<file path="src/rtl/mmio_initiator.sv">
`default_nettype none
// mmio_initiator: single-outstanding CPU load/store bridge onto the peripheral MMIO bus,
// with lane-replicated writes, byte strobes, extended loads and a bus timeout.
module mmio_initiator #(
    parameter int ADDR_W  = 12,
    parameter int TIMEOUT = 255
) (
    input  logic              clk,
    input  logic              rstn,
    input  logic              cpu_valid,
    output logic              cpu_ready,
    input  logic              cpu_we,
    input  logic [ADDR_W-1:0] cpu_addr,
    input  logic [1:0]        cpu_size,
    input  logic              cpu_signed,
    input  logic [63:0]       cpu_wdata,
    output logic              rsp_valid,
    output logic [63:0]       rsp_rdata,
    output logic              rsp_err,
    output logic              req,
    output logic              wren,
    output logic [ADDR_W-1:0] addr,
    input  logic              gnt,
    output logic [63:0]       wdata,
    output logic [7:0]        wstrb,
    input  logic [63:0]       rdata,
    input  logic              rvalid
);

    localparam int              CNT_W   = $clog2(TIMEOUT + 1);
    localparam logic [CNT_W:0]  TMO_LIM = (CNT_W + 1)'(TIMEOUT);

    typedef enum logic [1:0] {
        IDLE  = 2'd0,
        ISSUE = 2'd1,
        WAIT  = 2'd2,
        RESP  = 2'd3
    } state_t;

    state_t              state_q, state_d;
    logic                we_q, we_d;
    logic [2:0]          lo_q, lo_d;
    logic [1:0]          size_q, size_d;
    logic                sgn_q, sgn_d;
    logic                req_q, req_d;
    logic                wren_q, wren_d;
    logic [ADDR_W-1:0]   addr_q, addr_d;
    logic [63:0]         wdata_q, wdata_d;
    logic [7:0]          wstrb_q, wstrb_d;
    logic                rsp_valid_q, rsp_valid_d;
    logic [63:0]         rsp_rdata_q, rsp_rdata_d;
    logic                rsp_err_q, rsp_err_d;
    logic [CNT_W-1:0]    cnt_q, cnt_d;

    logic [2:0]          mis_mask;
    logic                misaligned;
    logic [7:0]          strb_base;
    logic [63:0]         wdata_rep;
    logic [63:0]         rd_shift;
    logic [63:0]         rd_ext;
    logic [CNT_W:0]      cnt_nxt;
    logic                expire;
    logic [CNT_W-1:0]    cnt_sat;

    // Request-side lane shaping, computed from the live CPU inputs at accept.
    always_comb begin
        mis_mask  = 3'b000;
        strb_base = 8'h01;
        wdata_rep = cpu_wdata;
        case (cpu_size)
            2'd0: begin
                mis_mask  = 3'b000;
                strb_base = 8'h01;
                wdata_rep = {8{cpu_wdata[7:0]}};
            end
            2'd1: begin
                mis_mask  = 3'b001;
                strb_base = 8'h03;
                wdata_rep = {4{cpu_wdata[15:0]}};
            end
            2'd2: begin
                mis_mask  = 3'b011;
                strb_base = 8'h0F;
                wdata_rep = {2{cpu_wdata[31:0]}};
            end
            default: begin
                mis_mask  = 3'b111;
                strb_base = 8'hFF;
                wdata_rep = cpu_wdata;
            end
        endcase
        misaligned = |(cpu_addr[2:0] & mis_mask);
    end

    always_comb begin
        rd_shift = rdata >> {lo_q, 3'b000};
        case (size_q)
            2'd0:    rd_ext = {{56{sgn_q & rd_shift[7]}},  rd_shift[7:0]};
            2'd1:    rd_ext = {{48{sgn_q & rd_shift[15]}}, rd_shift[15:0]};
            2'd2:    rd_ext = {{32{sgn_q & rd_shift[31]}}, rd_shift[31:0]};
            default: rd_ext = rd_shift;
        endcase
    end

    // Saturating count of cycles spent in ISSUE+WAIT; expire on the TIMEOUT-th one.
    always_comb begin
        cnt_nxt = {1'b0, cnt_q} + {{CNT_W{1'b0}}, 1'b1};
        expire  = (cnt_nxt >= TMO_LIM);
        cnt_sat = expire ? TMO_LIM[CNT_W-1:0] : cnt_nxt[CNT_W-1:0];
    end

    always_comb begin
        state_d     = state_q;
        we_d        = we_q;
        lo_d        = lo_q;
        size_d      = size_q;
        sgn_d       = sgn_q;
        req_d       = req_q;
        wren_d      = wren_q;
        addr_d      = addr_q;
        wdata_d     = wdata_q;
        wstrb_d     = wstrb_q;
        rsp_valid_d = 1'b0;
        rsp_rdata_d = rsp_rdata_q;
        rsp_err_d   = rsp_err_q;
        cnt_d       = cnt_q;
        case (state_q)
            IDLE: begin
                if (cpu_valid) begin
                    we_d   = cpu_we;
                    lo_d   = cpu_addr[2:0];
                    size_d = cpu_size;
                    sgn_d  = cpu_signed;
                    cnt_d  = '0;
                    if (misaligned) begin
                        state_d     = RESP;
                        rsp_valid_d = 1'b1;
                        rsp_err_d   = 1'b1;
                        rsp_rdata_d = 64'd0;
                    end else begin
                        state_d = ISSUE;
                        req_d   = 1'b1;
                        wren_d  = cpu_we;
                        addr_d  = cpu_addr;
                        wdata_d = wdata_rep;
                        wstrb_d = strb_base << cpu_addr[2:0];
                    end
                end
            end
            ISSUE: begin
                cnt_d = cnt_sat;
                if (gnt) begin
                    req_d   = 1'b0;
                    state_d = WAIT;
                end else if (expire) begin
                    req_d       = 1'b0;
                    state_d     = RESP;
                    rsp_valid_d = 1'b1;
                    rsp_err_d   = 1'b1;
                    rsp_rdata_d = 64'd0;
                end
            end
            WAIT: begin
                cnt_d = cnt_sat;
                if (rvalid) begin
                    state_d     = RESP;
                    rsp_valid_d = 1'b1;
                    rsp_err_d   = 1'b0;
                    rsp_rdata_d = we_q ? 64'd0 : rd_ext;
                end else if (expire) begin
                    state_d     = RESP;
                    rsp_valid_d = 1'b1;
                    rsp_err_d   = 1'b1;
                    rsp_rdata_d = 64'd0;
                end
            end
            default: begin
                state_d = IDLE;
            end
        endcase
    end

    always_ff @(posedge clk or negedge rstn) begin
        if (!rstn) begin
            state_q     <= IDLE;
            we_q        <= 1'b0;
            lo_q        <= 3'd0;
            size_q      <= 2'd0;
            sgn_q       <= 1'b0;
            req_q       <= 1'b0;
            wren_q      <= 1'b0;
            addr_q      <= '0;
            wdata_q     <= 64'd0;
            wstrb_q     <= 8'd0;
            rsp_valid_q <= 1'b0;
            rsp_rdata_q <= 64'd0;
            rsp_err_q   <= 1'b0;
            cnt_q       <= '0;
        end else begin
            state_q     <= state_d;
            we_q        <= we_d;
            lo_q        <= lo_d;
            size_q      <= size_d;
            sgn_q       <= sgn_d;
            req_q       <= req_d;
            wren_q      <= wren_d;
            addr_q      <= addr_d;
            wdata_q     <= wdata_d;
            wstrb_q     <= wstrb_d;
            rsp_valid_q <= rsp_valid_d;
            rsp_rdata_q <= rsp_rdata_d;
            rsp_err_q   <= rsp_err_d;
            cnt_q       <= cnt_d;
        end
    end

    assign cpu_ready = (state_q == IDLE);
    assign rsp_valid = rsp_valid_q;
    assign rsp_rdata = rsp_rdata_q;
    assign rsp_err   = rsp_err_q;
    assign req       = req_q;
    assign wren      = wren_q;
    assign addr      = addr_q;
    assign wdata     = wdata_q;
    assign wstrb     = wstrb_q;

endmodule
`default_nettype wire

</file>
<file path="config.mk">
export PLATFORM = sky130hd
export DESIGN_NAME = mmio_initiator
export DESIGN_NICKNAME = d
export VERILOG_FILES = /design/src/rtl/mmio_initiator.sv
export SDC_FILE = /design/constraint.sdc
export NUM_CORES = 1
export LEC_CHECK = 0
export CAP_MARGIN = 20
export CORE_MARGIN = 2
export CORE_UTILIZATION = 40
export DETAILED_ROUTE_END_ITERATION = 8
export GPL_ROUTABILITY_DRIVEN = 0
export PLACE_DENSITY = 0.7
export SLEW_MARGIN = 20
export SYNTH_ARGS = -nofsm -noshare
export SYNTH_HDL_FRONTEND = slang
export SYNTH_SLANG_ARGS = --single-unit
</file>
<file path="constraint.sdc">
create_clock -name clk -period 2.7 [get_ports clk]
set_input_delay 0.54 -clock clk [delete_from_list [all_inputs] [get_ports clk]]
set_output_delay 0.54 -clock clk [all_outputs]
set_load 0.01 [all_outputs]
</file>
==> results by stage <==
Floorplan:
- The die extent in x is 159 microns.
- The die is 159 microns tall.
- The core footprint is 23500 sq um.
- The count of pins on the block boundary is 302.
- The area enclosed by the die boundary is 25400 sq um.
- The initial cell density of the core is 41.0%.
- The number of cell rows is 56.

Clocking:
- Post-CTS timing repair inserted 0 buffers for setup.
- CTS built an H-tree with a depth of 4.
- The CTS tree is yes.
- For the worst-skew pair, the clock arrives at the later sink with an insertion delay of 0.43 ns.
- The root buffer cell chosen for the clock tree is clkbuf_16.
- The maximum clock path buffer count is 2.
- The clock drives 169 sinks.
- After clock tree synthesis, the clock-pin slew on the worst setup and hold paths is 0.07 ns.
- The number of clock buffers added by TritonCTS is 17.

Timing:
- The number of failing hold endpoints at the final stage is 0.
- Setup violations remaining at the end of the flow were counted as 0.
- Dividing the final minimum period by the clock period gives 92.9%.
- Setup repair after global routing left no endpoint under its margin.
- In this run the tightest slew margin relative to its limit is 53.0%.
- The routed design could run at a clock period as short as 2.51 ns.
- The final sum of negative setup slack is 0 ns.
- The highest attainable clock frequency is 399 MHz.
- At the pin with the least slew margin, the transition time is 0.705 ns.
- The number of pins exceeding their max-slew limit in the final report is 0.
- Across the routed clock network, the largest skew measured is 0.00847 ns.

GRT:
- The largest net degree at the start of global routing is 66.
- The number of global-route vias before repair was 9265.
- The residual overflow from global routing is 0.
- Global routing used 25.7% of the available tracks.
- The first global-routing pass estimated 51.8 mm of wire.
- The number of antenna violations at the first check in global routing was 0.

Yosys:
- The commonest cells after synthesis are nand2_1 (170), dfrtp_1 (169), o21ai_0 (88), mux2i_1 (84), clkbuf_1 (61).
- Among all flip-flop cells after synthesis, the most frequent one is dfrtp_1.
- Sorting the synthesized cells by area gives the leading types as dfrtp_1 (44%), mux2i_1 (8.7%), nand2_1 (6.6%).
- The cell area after synthesis is 9650 sq um.
- Summed over all instances, the cell type with the most area after synthesis is dfrtp_1.
- The synthesized area divided by synthesized cell count is 9.37 sq um.
- The library cell with the highest instance count after synthesis is nand2_1.
- The number of synthesis warnings is 0.
- For this run, asynchronously set or reset flops after synthesis account for 100%.
- Counting every net in the synthesized netlist gives 1186.
- The number of different library cells used by synthesis comes to 55.
- The number of register bits inferred by synthesis is 169.
- Synthesis produced a netlist whose cell count is 1030.
- The top cell type by area accounts for 43.8% of the synthesized area.
- The fraction of the yosys area taken by sequential cells is 43.8%.
- The count of flip-flops with a built-in enable after synthesis is 0.

Layout:
- The growth of design area from synthesis to finish is 42.7%.
- The post-route netlist has 10.6% of its cells at a drive strength greater than 1.
- With fillers left out, the area of the finished cells amounts to 13800 sq um.
- After the last flow step, the layout net total stands at 1480.
- The number of non-filler instances in the completed layout is 1654.
- 0 antenna diodes ended up in the layout.
- Once layout is complete, the utilization of the core stands at 58.5%.

Drt:
- The detailed-routing iteration count for the pre-antenna-repair pass is 5.
- After detailed routing, the average wire length per cell comes to 19.9 microns.
- Dividing the detail-routed via count by the number of cells gives 5.59.
- The detailed router finished its first iteration with 741 violations.
- The final routed DRC violation total is 0.
- The vias after detailed routing is 9247.
- The residual antenna-violating net count after detailed routing is 0.
- The total length of routed wires is 32.9 mm.

Place:
- After detailed placement, the design holds a cell count of 1623.
- The instance area at placement is 13200 sq um.
- The count of port buffers added during placement is 301.
- Once detailed placement completed, the half-perimeter wirelength came to 24.6 mm.

Setup path:
- Along the worst path, the maximum fanout reaches 24.
- The worst setup path is captured at a flip-flop.
- The category of the critical setup timing path is in -> reg.
- The data arrival time at the worst-slack endpoint is 2.88 ns.
- For the worst setup path, the data required time is 3.07 ns.
- The critical path startpoint category is an input pin.

Power:
- The power per cell area is 1010 nW/um^2.
- For this design the static power due to leakage is 6.06 nW.
- The maximum vdd drop is 0.000504 V.

Status:
- The run finished with clean final reports.

Hold path:
- The worst hold path belongs to the class reg -> reg.

Job:
- The max-cap check violation count is 0.
## timing repair
item	CTS	global route
hold endpoints to repair	28	0
setup endpoints to repair	0	22
hold buffers	1	0
gates resized for setup	0	2
## cell usage in the layout, fill, tap and decap left out, types with 10 or more instances in the layout
cell	synthesis	final
clkdlybuf4s50_1	0	298
nand2_1	170	170
dfrtp_1	169	167
o21ai_0	88	88
mux2i_1	84	84
buf_4	1	58
a21oi_1	53	53
nor2_1	44	42
a211oi_1	32	32
a22o_1	26	26
and2_1	25	25
a21o_1	24	24
o2bb2ai_1	24	24
a22oi_1	24	24
mux2_2	20	20
o211ai_1	18	18
nor2b_1	17	17
clkbuf_16	0	17
inv_1	13	13
nand2b_1	13	13
o31ai_1	13	13
o22ai_1	10	10
## kinds of logic (layout without fill, tap and decap cells)
logic type	count (synthesis)	count (layout)	share of synthesized area [%]
mux	113	113	13.0
fa+ha+maj	7	7	0.908
xor+xnor	2	2	0.182
flops	169	169	43.8
compound gates	349	349	24.4
simple gates	288	288	13.2
buf+inv	102	407	4.45
## worst max-delay path, cell delays in order
cell and delay [ns]:
clkdlybuf4s50_1 0.49, o21ai_0 0.12, o21a_1 0.15, a221o_1 0.36, or3_1 0.45, nor2_4 0.53
a22o_1 0.23
## final timing paths
kind | from | end | slack (ns) | cells after the start
setup / recovery | cpu_addr[0] | rsp_rdata[44] | 0.19 | 7
hold / removal | wdata[29] | wdata[29] | 0.47 | 2
setup reg to reg | lo_q[1] | rsp_rdata[63] | 0.20 | 6
hold reg to reg | wdata[29] | wdata[29] | 0.47 | 2
max in group asynchronous | rstn | rsp_rdata[34] | 1.43 | 3
min in group asynchronous | rstn | wdata[34] | 0.55 | 2
## power breakdown
group	switching, mW	internal, mW	total [mW]
Clock	1.14	1.29	2.43
Sequential	0.662	3.43	4.09
Combinational	3.91	3.50	7.42
## per-stage QoR
stage	total power [mW]	hold slack (ns)	setup WS (ns)
6_report	13.9	0.475	0.191
5_1_grt	14.8	0.494	0.0810
4_1_cts	13.9	0.479	0.146
3_5_place_dp	11.5	0.451	-0.224
3_3_place_gp	11.3	0.450	-0.167
2_1_floorplan	8.08	0.244	0.323
## flip-flops by register name (all words and copies together), names as in the netlist, 2 cells and up
register,count
state_q,2
rsp_rdata,64
cnt_q,8
size_q,2
wstrb,8
lo_q,3
wdata,64
addr,12
## metal layers
layer	routed length, microns	vias to the layer above	part of all wire [%]	track usage [%]
li1	-	4333	-	-
met1	13200	4467	40	31.4
met2	15800	379	48	43.1
met3	2810	68	8.6	7.58
met4	1050	0	3.2	9.71
met5	0	-	0	0
## cell type report
| type | count | area (sq um) |
|---|---|---|
| clock inverters | 13 | 141 |
| well taps | 319 | 399 |
| fillers | 2138 | 9770 |
| multi-input cells | 759 | 5010 |
| flip-flops and latches | 169 | 4230 |
| inverters | 14 | 52.6 |
| clock buffers | 17 | 425 |
| repair buffers | 363 | 3510 |
Note: power is estimated with default switching activity, not from simulation.
